$ cat config.mk
export PLATFORM = sky130hd
export DESIGN_NAME = fb_pattern_writer
export DESIGN_NICKNAME = d
export VERILOG_FILES = /design/src/rtl/fb_pattern_writer.sv
export SDC_FILE = /design/constraint.sdc
export NUM_CORES = 1
export LEC_CHECK = 0
export CORE_ASPECT_RATIO = 0.7
export CORE_UTILIZATION = 40
export DETAILED_ROUTE_END_ITERATION = 10
export GPL_TIMING_DRIVEN = 0
export PLACE_DENSITY = 0.64
export SLEW_MARGIN = 20
export SYNTH_ARGS = -nofsm -noshare
export SYNTH_HDL_FRONTEND = slang
export SYNTH_SLANG_ARGS = --single-unit
$ cat constraint.sdc
create_clock -name clk_i -period 2 [get_ports clk_i]
set_input_delay 0.3 -clock clk_i [delete_from_list [all_inputs] [get_ports clk_i]]
set_output_delay 0.3 -clock clk_i [all_outputs]
set_load 0.005 [all_outputs]
$ cat src/rtl/fb_pattern_writer.sv
// Framebuffer test-pattern writer: on each start rising edge, streams one
// full RGB565 frame with linear addresses over a valid/ready handshake.
// CNT_WIDTH must be >= 9 and ADDR_WIDTH >= 16 for the pattern taps below.
module fb_pattern_writer #(
  parameter int unsigned H_RES      = 800,
  parameter int unsigned V_RES      = 600,
  parameter int unsigned ADDR_WIDTH = 24,
  parameter int unsigned CNT_WIDTH  = 10
) (
  input  logic                  clk_i,
  input  logic                  rst_ni,
  input  logic                  start_i,
  input  logic                  abort_i,
  input  logic [2:0]            mode_i,
  output logic                  pixel_valid_o,
  input  logic                  pixel_ready_i,
  output logic [15:0]           pixel_data_o,
  output logic [ADDR_WIDTH-1:0] pixel_addr_o,
  output logic [CNT_WIDTH-1:0]  pixel_x_o,
  output logic [CNT_WIDTH-1:0]  pixel_y_o,
  output logic                  busy_o,
  output logic                  done_o,
  output logic [7:0]            frame_cnt_o
);

  localparam logic [CNT_WIDTH-1:0] X_LAST   = CNT_WIDTH'(H_RES - 1);
  localparam logic [CNT_WIDTH-1:0] Y_LAST   = CNT_WIDTH'(V_RES - 1);
  localparam logic [CNT_WIDTH-1:0] BAR_LAST = CNT_WIDTH'(H_RES / 8 - 1);

  typedef enum logic [1:0] {
    S_IDLE,
    S_FILL,
    S_DONE
  } state_e;

  state_e                 state_q, state_d;
  logic                   start_q, start_d;
  logic [2:0]             mode_q, mode_d;
  logic [CNT_WIDTH-1:0]   x_q, x_d;
  logic [CNT_WIDTH-1:0]   y_q, y_d;
  logic [ADDR_WIDTH-1:0]  addr_q, addr_d;
  logic [CNT_WIDTH-1:0]   bar_cnt_q, bar_cnt_d;
  logic [2:0]             bar_idx_q, bar_idx_d;
  logic [7:0]             frame_cnt_q, frame_cnt_d;

  logic                   start_rise;
  logic                   handshake;
  logic [15:0]            pattern;

  assign start_rise = start_i & ~start_q;
  assign handshake  = (state_q == S_FILL) & pixel_ready_i;

  // State and datapath registers
  always_ff @(posedge clk_i or negedge rst_ni) begin
    if (!rst_ni) begin
      state_q     <= S_IDLE;
      start_q     <= 1'b0;
      mode_q      <= '0;
      x_q         <= '0;
      y_q         <= '0;
      addr_q      <= '0;
      bar_cnt_q   <= '0;
      bar_idx_q   <= '0;
      frame_cnt_q <= '0;
    end else begin
      state_q     <= state_d;
      start_q     <= start_d;
      mode_q      <= mode_d;
      x_q         <= x_d;
      y_q         <= y_d;
      addr_q      <= addr_d;
      bar_cnt_q   <= bar_cnt_d;
      bar_idx_q   <= bar_idx_d;
      frame_cnt_q <= frame_cnt_d;
    end
  end

  // Next-state logic: frame sequencing and raster counters
  always_comb begin
    state_d     = state_q;
    start_d     = start_i;
    mode_d      = mode_q;
    x_d         = x_q;
    y_d         = y_q;
    addr_d      = addr_q;
    bar_cnt_d   = bar_cnt_q;
    bar_idx_d   = bar_idx_q;
    frame_cnt_d = frame_cnt_q;

    case (state_q)
      S_IDLE: begin
        if (start_rise && !abort_i) begin
          state_d   = S_FILL;
          mode_d    = mode_i;
          x_d       = '0;
          y_d       = '0;
          addr_d    = '0;
          bar_cnt_d = '0;
          bar_idx_d = '0;
        end
      end
      S_FILL: begin
        if (abort_i) begin
          state_d = S_IDLE;
        end else if (handshake) begin
          if (x_q == X_LAST) begin
            if (y_q == Y_LAST) begin
              // Counters hold on the final word so addr never passes the last pixel
              state_d     = S_DONE;
              frame_cnt_d = frame_cnt_q + 8'd1;
            end else begin
              x_d       = '0;
              y_d       = y_q + 1'b1;
              addr_d    = addr_q + 1'b1;
              bar_cnt_d = '0;
              bar_idx_d = '0;
            end
          end else begin
            x_d    = x_q + 1'b1;
            addr_d = addr_q + 1'b1;
            if (bar_cnt_q == BAR_LAST) begin
              bar_cnt_d = '0;
              bar_idx_d = bar_idx_q + 3'd1;
            end else begin
              bar_cnt_d = bar_cnt_q + 1'b1;
            end
          end
        end
      end
      S_DONE: begin
        state_d = S_IDLE;
      end
      default: begin
        state_d = S_IDLE;
      end
    endcase
  end

  // Pattern generator: pure function of the registered raster position and mode
  always_comb begin
    pattern = '0;
    case (mode_q)
      3'd0: begin
        case (bar_idx_q)
          3'd0:    pattern = 16'hFFFF;
          3'd1:    pattern = 16'hFFE0;
          3'd2:    pattern = 16'h07FF;
          3'd3:    pattern = 16'h07E0;
          3'd4:    pattern = 16'hF81F;
          3'd5:    pattern = 16'hF800;
          3'd6:    pattern = 16'h001F;
          default: pattern = 16'h0000;
        endcase
      end
      3'd1:    pattern = (x_q[5] ^ y_q[5]) ? 16'hFFFF : 16'h0000;
      3'd2:    pattern = {x_q[8:4], x_q[8:3], x_q[8:4]};
      3'd3:    pattern = addr_q[15:0];
      3'd4:    pattern = 16'hF800;
      3'd5:    pattern = 16'h07E0;
      3'd6:    pattern = 16'h001F;
      default: pattern = 16'h0000;
    endcase
  end

  assign pixel_valid_o = (state_q == S_FILL);
  assign busy_o        = (state_q == S_FILL);
  assign done_o        = (state_q == S_DONE);
  assign pixel_data_o  = pixel_valid_o ? pattern : 16'h0000;
  assign pixel_addr_o  = addr_q;
  assign pixel_x_o     = x_q;
  assign pixel_y_o     = y_q;
  assign frame_cnt_o   = frame_cnt_q;

endmodule
==> key figures, run 1 <==
Clock tree
  – # H-tree levels: 3
  – Max clock buf depth: 2
  – Clock Pin Slew Worst Setup and Hold Paths: 0.06 ns
  – Clock latency at the later pin of the worst-skew pair: 0.34 ns
  – Number of buffers created by CTS: 9
  – CTS sink cnt: 71
  – Root buf cell: clkbuf_16
  – CTS tree: done

Critical path
  – CP Launch Point: bar_idx_q[0]
  – Critical path type: flip-flop to output port
  – Req. time, crit path: 1.70 ns
  – CP max FO: 5
  – Crit. End Element: output port
  – Crit-path cells: inv_4, ha_4, nor3_2, nor2_1, o21ai_1, a21o_1, buf_4, a31oi_1, buf_2
  – Worst path slowest cell: dfrtp_2
  – Worst R2R Start: state_q[0]
  – Worst stage delay on the critical path: 0.44 ns
  – Critical path arrival: 1.96 ns
  – Worst Setup Start Kind: flip-flop
  – Crit path max-delay family: flip-flops
  – Worst Path Buf+Inv: 3

Layout
  – Fin area: 6760 sq um
  – Syn-to-layout area delta: 66.4%
  – # fillers: 719
  – Final #Nets: 639
  – Non-Filler Instances: 753
  – # diodes: 0
  – Ratio of cells with drive above 1 in the final layout: 40.8%

Floorplanning
  – Core region area: 9760 sq um
  – Die W: 122 um
  – Initial core utilization: 41.6%
  – Num rows: 30
  – IO Pins: 79
  – Die height: 86.3 um
  – Die Footprint: 10600 sq um

Global route
  – GRT Total Usage: 26.7%
  – Number of global-route vias before repair: 4112
  – Largest net degree at the start of global routing: 55
  – Total grt overflow: 0
  – Initial antenna violation count: 0
  – First-pass GRT wire length: 21.6 mm

Yosys
  – Netlist Area Pre-Place: 4060 sq um
  – Number of enable flip-flop cells after synthesis: 0
  – Post-synthesis sequential area ratio: 43.8%
  – Yosys cell types: 52
  – Synth warn: 0
  – Synthesized net count: 481
  – Fraction of registers with async set or reset after synthesis: 100%
  – FF+latch count, synth: 71
  – Avg Cell Area, Syn: 8.77 sq um
  – Dominant synthesized flop cell: dfrtp_1
  – Mapped Cells: 463

Flow run
  – Max cap viols: 0

Placement
  – Area after DPL: 5030 sq um
  – Gpl congestion: 0.863
  – Detail Placement HPWL: 8.61 mm
  – Dpl cells: 670
  – I/O Buffers: 78

STA
  – Count of final max-slew check failures: 0
  – Slew headroom: 65.5%
  – Final period util: 113%
  – Final setup margin: -0.263 ns
  – Tmin final: 2.26 ns
  – FMAX: 442 MHz
  – Final Skew: 0.00868 ns
  – Slew @ Worst Pin: 0.515 ns
  – Final Hold Fails: 0
  – RSZ-0062 raised after global routing: yes
  – Final setup viols: 62

Drt
  – Routed vias/inst: 5.97
  – Post-route DRC: 0
  – Met2 wire len: 7.08 mm
  – Top sig layer: met4
  – Post-route ant nets: 0
  – DR WL met3: 1.09 mm
  – WL per Instance: 19.9 um
  – DRT Pass-1 Iters: 5
  – Met1 Wirelength: 6.47 mm
  – Starting DRC count in detailed routing: 482
  – Post-Route WL: 15.0 mm
  – Vias post-DR: 4493

Power
  – Pwr per Cell Area: 603 nW/um^2
  – LEAKAGE: 2.71 nW
  – IR Drop Worst-Case VDD: 0.394 mV
  – Reg power frac: 38.3%
  – Switching pwr: 1.10 mW
  – Clock Power Share: 43.4%
  – Sw frac: 26.9%
  – Combinational power share: 18.2%
  – Internal power: 2.98 mW

Hold path
  – Worst Hold Class: input port to flip-flop
  – HP Start: start_i

Run status
  – Outcome: finished, violations left
  – Failing checks: setup timing
## sequential cells by signal (all words and copies together), names as in the netlist
| register | count |
|---|---|
| pixel_y_o | 10 |
| frame_cnt_o | 8 |
| start_q | 1 |
| bar_cnt_q | 10 |
| pixel_x_o | 10 |
| pixel_addr_o | 24 |
| bar_idx_q | 3 |
| mode_q | 3 |
| state_q | 2 |
## cell type report
class / count / area (sq um) / area share, %
well taps: 128 / 160 / 2.37
clock inverters: 5 / 82.6 / 1.22
inverters: 13 / 61.3 / 0.907
plain buffers: 14 / 139 / 2.06
repair buffers: 157 / 1470 / 21.7
multi-input cells: 355 / 2800 / 41.5
clock buffers: 10 / 239 / 3.54
flip-flops and latches: 71 / 1800 / 26.7
## through the flow
stage | util [%] | TNS (ns) | hold slack, ns | setup slack [ns] | total power [mW]
6_report | 69.2 | -7.13 | 0.202 | -0.263 | 4.08
5_1_grt | 69.2 | -12.45 | 0.213 | -0.367 | 4.20
4_1_cts | 62.8 | -5.65 | 0.196 | -0.284 | 3.97
3_5_place_dp | 51.6 | -47.26 | 0.195 | -0.870 | 2.03
3_3_place_gp | 51.3 | -182.04 | 0.470 | -1.92 | 2.02
2_1_floorplan | - | 0 | 0.00441 | 0.000116 | 1.79
## per-layer routing
layer | vias to the layer above | track usage [%]
met1 | 2220 | 38.5
met5 | - | 0
li1 | 2028 | -
met3 | 38 | 6.05
met4 | 0 | 6.43
met2 | 207 | 40.7
## Yosys cell counts (2+ instances only)
| cell type | number | share of area, % |
|---|---|---|
| or3_1 | 16 | 2.5 |
| nand2b_1 | 7 | 1.1 |
| nor2_1 | 25 | 2.3 |
| nand3_1 | 24 | 3.0 |
| or2_2 | 2 | 0.31 |
| o2111ai_1 | 4 | 0.86 |
| a21oi_1 | 25 | 3.1 |
| xor2_1 | 5 | 1.1 |
| inv_1 | 12 | 1.1 |
| dfrtp_1 | 71 | 44 |
| o31ai_1 | 15 | 2.8 |
| nor2b_1 | 2 | 0.31 |
| nor3_4 | 2 | 0.80 |
| o21ai_0 | 45 | 5.5 |
| o211ai_1 | 3 | 0.55 |
| buf_4 | 3 | 0.55 |
| buf_2 | 3 | 0.37 |
| or4_1 | 9 | 1.7 |
| a22o_1 | 2 | 0.43 |
| ha_1 | 10 | 3.1 |
| and2_1 | 5 | 0.77 |
| and3b_1 | 2 | 0.43 |
| nor3_1 | 14 | 1.7 |
| clkbuf_1 | 18 | 1.7 |
| and3_1 | 5 | 0.77 |
| xnor2_1 | 9 | 1.9 |
| nand4_1 | 13 | 2.0 |
| mux2_2 | 2 | 0.55 |
| a31oi_1 | 17 | 2.6 |
| mux2i_1 | 2 | 0.49 |
| and4_1 | 4 | 0.86 |
| nand2_1 | 67 | 6.2 |
## power groups by stage
stage,Sequential (mW),Clock [mW],Combinational [mW]
5_1_grt,1.57,1.84,0.796
3_3_place_gp,1.56,0,0.454
6_report,1.56,1.77,0.743
4_1_cts,1.55,1.78,0.635
3_5_place_dp,1.56,0,0.466
2_1_floorplan,1.55,0,0.237
## path summary, 6_finish.rpt
path / slack (ns) / cells after the start / to
min in group asynchronous: 0.37 / 2 / start_q
worst min register to register: 0.49 / 1 / bar_cnt_q[9]
worst min-delay path: 0.20 / 1 / start_q
worst max register to register: -0.22 / 8 / pixel_addr_o[4]
max in group asynchronous: 1.04 / 3 / pixel_y_o[7]
worst max-delay path: -0.26 / 9 / pixel_data_o[9]
## layout by cell type (no fill, tap or decap), types with 4 or more instances in the layout
cell / n
o31ai_2: 4
inv_1: 10
o21ai_0: 4
nand2_1: 61
nand2b_1: 6
a21oi_1: 9
nor2_1: 24
dfrtp_1: 50
o31ai_1: 5
nand3_1: 19
nor3_4: 5
and4_1: 4
nor3_1: 9
o21ai_2: 20
nand2_2: 4
buf_6: 24
xor2_1: 5
buf_8: 6
a21oi_2: 16
o31ai_4: 6
a31oi_1: 15
buf_4: 51
and3_1: 4
buf_2: 15
xnor2_1: 8
clkdlybuf4s50_1: 60
nand4_1: 13
buf_12: 4
or3_1: 7
o21ai_1: 20
clkbuf_16: 10
or4_1: 8
dfrtp_2: 21
or3_4: 9
ha_4: 5
ha_1: 4
## logic make-up after synthesis
kind of cell / after synthesis / share of synthesized area [%]
DFF: 71 / 43.8
AOI/OAI and AO/OA: 121 / 18.2
xor gates and xnor gates: 14 / 3.02
and+or+nand+nor: 205 / 26.8
muxes: 4 / 1.05
buffers and inverters: 38 / 4.07
adders and majority gates: 10 / 3.08
## timing repair
item,CTS,global route
gates cloned,5,1
resized for setup,194,129
buffers inserted,40,37
pin swaps,68,61
endpoints found under the hold margin,17,0
hold buffers,1,0
setup endpoints to repair,86,78
(Power assumes the default switching activity.)
==> run 2, diff against run 1 <==
--- a/config.mk
+++ b/config.mk
@@ -5,11 +5,12 @@
 export SDC_FILE = /design/constraint.sdc
 export NUM_CORES = 1
 export LEC_CHECK = 0
+export ABC_AREA = 1
 export CORE_ASPECT_RATIO = 0.7
 export CORE_UTILIZATION = 40
 export DETAILED_ROUTE_END_ITERATION = 10
 export GPL_TIMING_DRIVEN = 0
-export PLACE_DENSITY = 0.64
+export PLACE_DENSITY = 0.62
 export SLEW_MARGIN = 20
 export SYNTH_ARGS = -nofsm -noshare
 export SYNTH_HDL_FRONTEND = slang
==> run 2 against run 1 <==
The flow still finishes with violations (setup timing); combinational power up 25%; flip-flop and latch count unchanged; routed wire length up 5.2%; synthesized cell count up 55%; via count up 15%; highest routed layer unchanged.
==> key figures, run 2 <==
Run status
  – Outcome: finished, violations left (unchanged)
  – Failing checks: setup timing (unchanged)

Global route
  – GRT Total Usage: 25.9% (was 26.7%)
  – Largest net degree at the start of global routing: 54 (was 55)
  – Total grt overflow: 0 (unchanged)
  – Initial antenna violation count: 0 (unchanged)
  – Number of global-route vias before repair: 4801 (was 4112)
  – First-pass GRT wire length: 24.9 mm (was 21.6 mm)

Yosys
  – Most frequent cell after synthesis: nand2_1 (was dfrtp_1)
  – Avg Cell Area, Syn: 6.65 sq um (was 8.77 sq um)
  – Number of enable flip-flop cells after synthesis: 0 (unchanged)
  – Post-synthesis sequential area ratio: 37.2% (was 43.8%)
  – Synth area leader: dfrtp_1 (unchanged)
  – Synth warn: 0 (unchanged)
  – Mapped Cells: 719 (was 463)
  – Dominant synthesized flop cell: dfrtp_1 (unchanged)
  – Synth Area in Adders: 2.62% (was 3.08%)
  – Main combinational cell family by area after synthesis: simple AND/OR/NAND/NOR gates (unchanged)
  – Synth top area cells: dfrtp_1 37%, nand2_1 16%, nor2_1 9.5% (was dfrtp_1 44%, nand2_1 6.2%, o21ai_0 5.5%)
  – Synth top cells by count: 208 x nand2_1, 121 x nor2_1, 78 x inv_1, 71 x dfrtp_1, 57 x nand3_1 (was 71 x dfrtp_1, 67 x nand2_1, 45 x o21ai_0, 25 x a21oi_1, 25 x nor2_1)
  – Area share of the largest cell type after synthesis: 37.2% (was 43.8%)
  – Netlist Area Pre-Place: 4780 sq um (was 4060 sq um)
  – Synthesized net count: 737 (was 481)
  – Yosys cell types: 31 (was 52)
  – Mux cell area share after synthesis: 0% (was 1.05%)
  – Compound-cell area share of the yosys netlist: 8.56% (was 18.2%)
  – Simple-Gate Fraction of Synth Area: 38.7% (was 26.8%)
  – Synth Area in XOR/XNOR: 4.03% (was 3.02%)
  – FF+latch count, synth: 71 (unchanged)
  – Fraction of registers with async set or reset after synthesis: 100% (unchanged)

Critical path
  – Worst Path Buf+Inv: 3 (unchanged)
  – Worst stage delay on the critical path: 0.42 ns (was 0.44 ns)
  – Critical path type: flip-flop to output port (unchanged)
  – Crit-path cells: buf_6, ha_4, ha_4, nor4_4, o21ai_4, buf_6, nor2_4, nor2_2, buf_2 (was inv_4, ha_4, nor3_2, nor2_1, o21ai_1, a21o_1, buf_4, a31oi_1, buf_2)
  – Crit. End Element: output port (unchanged)
  – Crit path max-delay family: flip-flops (unchanged)
  – CP max FO: 4 (was 5)
  – Req. time, crit path: 1.70 ns (about the same)
  – Worst path slowest cell: dfrtp_2 (unchanged)
  – Worst Setup Start Kind: flip-flop (unchanged)
  – Critical path arrival: 1.95 ns (was 1.96 ns)

Floorplanning
  – Initial core utilization: 42.2% (was 41.6%)
  – Die Footprint: 12400 sq um (was 10600 sq um)
  – Die W: 133 um (was 122 um)
  – Core region area: 11300 sq um (was 9760 sq um)
  – IO Pins: 79 (unchanged)
  – Die height: 93.5 um (was 86.3 um)
  – Num rows: 32 (was 30)

Drt
  – Routed vias/inst: 5.22 (was 5.97)
  – WL per Instance: 16.0 um (was 19.9 um)
  – Starting DRC count in detailed routing: 368 (was 482)
  – Post-Route WL: 15.7 mm (was 15.0 mm)
  – Post-route DRC: 0 (unchanged)
  – Vias post-DR: 5154 (was 4493)
  – DRT Pass-1 Iters: 5 (unchanged)
  – Post-route ant nets: 0 (unchanged)

STA
  – Final Hold Fails: 0 (unchanged)
  – Tmin final: 2.25 ns (was 2.26 ns)
  – RSZ-0062 raised after global routing: yes (unchanged)
  – Final setup margin: -0.255 ns (was -0.263 ns)
  – Final Skew: 0.00395 ns (was 0.00868 ns)
  – FMAX: 444 MHz (was 442 MHz)
  – Count of final max-slew check failures: 0 (unchanged)
  – Final period util: 113% (about the same)
  – Slew headroom: 57.6% (was 65.5%)
  – Slew @ Worst Pin: 0.636 ns (was 0.515 ns)
  – Final setup viols: 16 (was 62)

Placement
  – I/O Buffers: 78 (unchanged)
  – Dpl ws: -0.447 ns (was -0.870 ns)
  – Gpl congestion: 0.950 (was 0.863)
  – Detail Placement HPWL: 11.0 mm (was 8.61 mm)

Power
  – Switching pwr: 1.25 mW (was 1.10 mW)
  – IR Drop Worst-Case VDD: 0.430 mV (was 0.394 mV)
  – Reg power frac: 37.5% (was 38.3%)
  – Sw frac: 29.9% (was 26.9%)
  – Pwr per Cell Area: 648 nW/um^2 (was 603 nW/um^2)
  – Internal power: 2.95 mW (was 2.98 mW)
  – LEAKAGE: 2.80 nW (was 2.71 nW)
  – Clock Power Share: 40.4% (was 43.4%)
  – Combinational power share: 22.1% (was 18.2%)

Clock tree
  – CTS sink cnt: 71 (unchanged)
  – Clock latency at the later pin of the worst-skew pair: 0.33 ns (was 0.34 ns)
  – Root buf cell: clkbuf_16 (unchanged)
  – # H-tree levels: 3 (unchanged)
  – CTS tree: done (unchanged)
  – Number of buffers created by CTS: 9 (unchanged)
  – Max clock buf depth: 2 (unchanged)
  – Clock Pin Slew Worst Setup and Hold Paths: 0.06 ns (about the same)

Layout
  – Most frequent cells in the layout: 208 x nand2_1, 109 x nor2_1, 73 x inv_1 (was 61 x nand2_1, 60 x clkdlybuf4s50_1, 51 x buf_4)
  – Syn-to-layout area delta: 35.6% (was 66.4%)
  – Ratio of cells with drive above 1 in the final layout: 16.8% (was 40.8%)
  – Commonest non-fill, non-tap cell in the layout: nand2_1 (unchanged)
  – Final Core Density: 57.2% (was 69.2%)
  – # diodes: 0 (unchanged)
  – Max reg flops: 24 (unchanged)
  – Final #Nets: 847 (was 639)

Hold path
  – Worst Hold Class: input port to async pin (was input port to flip-flop)

Flow run
  – Max cap viols: 0 (unchanged)
## run 2: changes by cell type after synthesis, sizes merged, moves of 13 or more
cell    before  now
nand2       67  215
nor2        25  126
inv         13   82
nand3       24   59
a21oi       25    6
o21ai       47   64
a31oi       17    1
or3         16    0
o31ai       15    0
xor2         5   20
clkbuf      18    5
## run 2: routing by layer
| layer | GRT usage [%] | wire length (um) | vias up |
|---|---|---|---|
| met1 | 37.1 | 7410 | 2385 |
| met2 | 39.1 | 6920 | 234 |
| li1 | - | - | 2510 |
| met4 | 7.66 | 227 | 0 |
| met3 | 5.26 | 1190 | 25 |
| met5 | 0 | 0 | - |
## run 2: what timing repair did
action	in CTS	in global routing
hold buffers	1	0
setup endpoints to repair	22	76
setup buffers	10	9
resized for setup	130	38
cloned	0	1
pin swaps	21	29
endpoints found under the hold margin	18	0
## run 2: cells by family after synthesis
logic type      Yosys count
fa+ha+maj                10
flops                    71
simple gates            434
compound gates           79
buf+inv                 103
xor+xnor                 22
## run 2: final timing paths
check,from,endpoint,slack [ns],cells past startpoint
max,bar_idx_q[1],pixel_data_o[8],-0.25,9
min,rst_ni,pixel_addr_o[1],0.40,2
max reg2reg,pixel_x_o[1],pixel_x_o[3],0.10,9
min reg2reg,bar_idx_q[2],bar_idx_q[2],0.48,2
max in group asynchronous,rst_ni,pixel_y_o[0],1.02,3
min in group clk_i,start_i,start_q,0.44,1
## run 2: area by class of cell
class	count	area, sq um
multi-input cells	546	2830
flip-flops and latches	71	1780
repair buffers	98	897
clock buffers	14	274
inverters	82	318
clock inverters	2	37.5
plain buffers	21	151
well taps	153	191
fillers	1048	4850
## run 2: power groups by stage
stage,Sequential (mW),Clock (mW),Combinational [mW]
CTS,1.57,1.72,0.819
finish,1.57,1.70,0.929
global placement,1.58,0,0.677
global route,1.58,1.78,1.02
detailed placement,1.58,0,0.694
floorplan,1.57,0,0.385
## run 2: through the flow
stage,power [mW],cells,instance area [sq um],TNS (ns),hold slack [ns]
floorplan,1.95,719,4780,0,0.00441
global placement,2.26,950,5750,-154.70,0.465
detailed placement,2.28,951,5780,-11.67,0.209
CTS,4.11,978,6290,-1.89,0.411
global route,4.38,987,6480,-3.94,0.443
finish,4.20,987,6480,-2.64,0.398
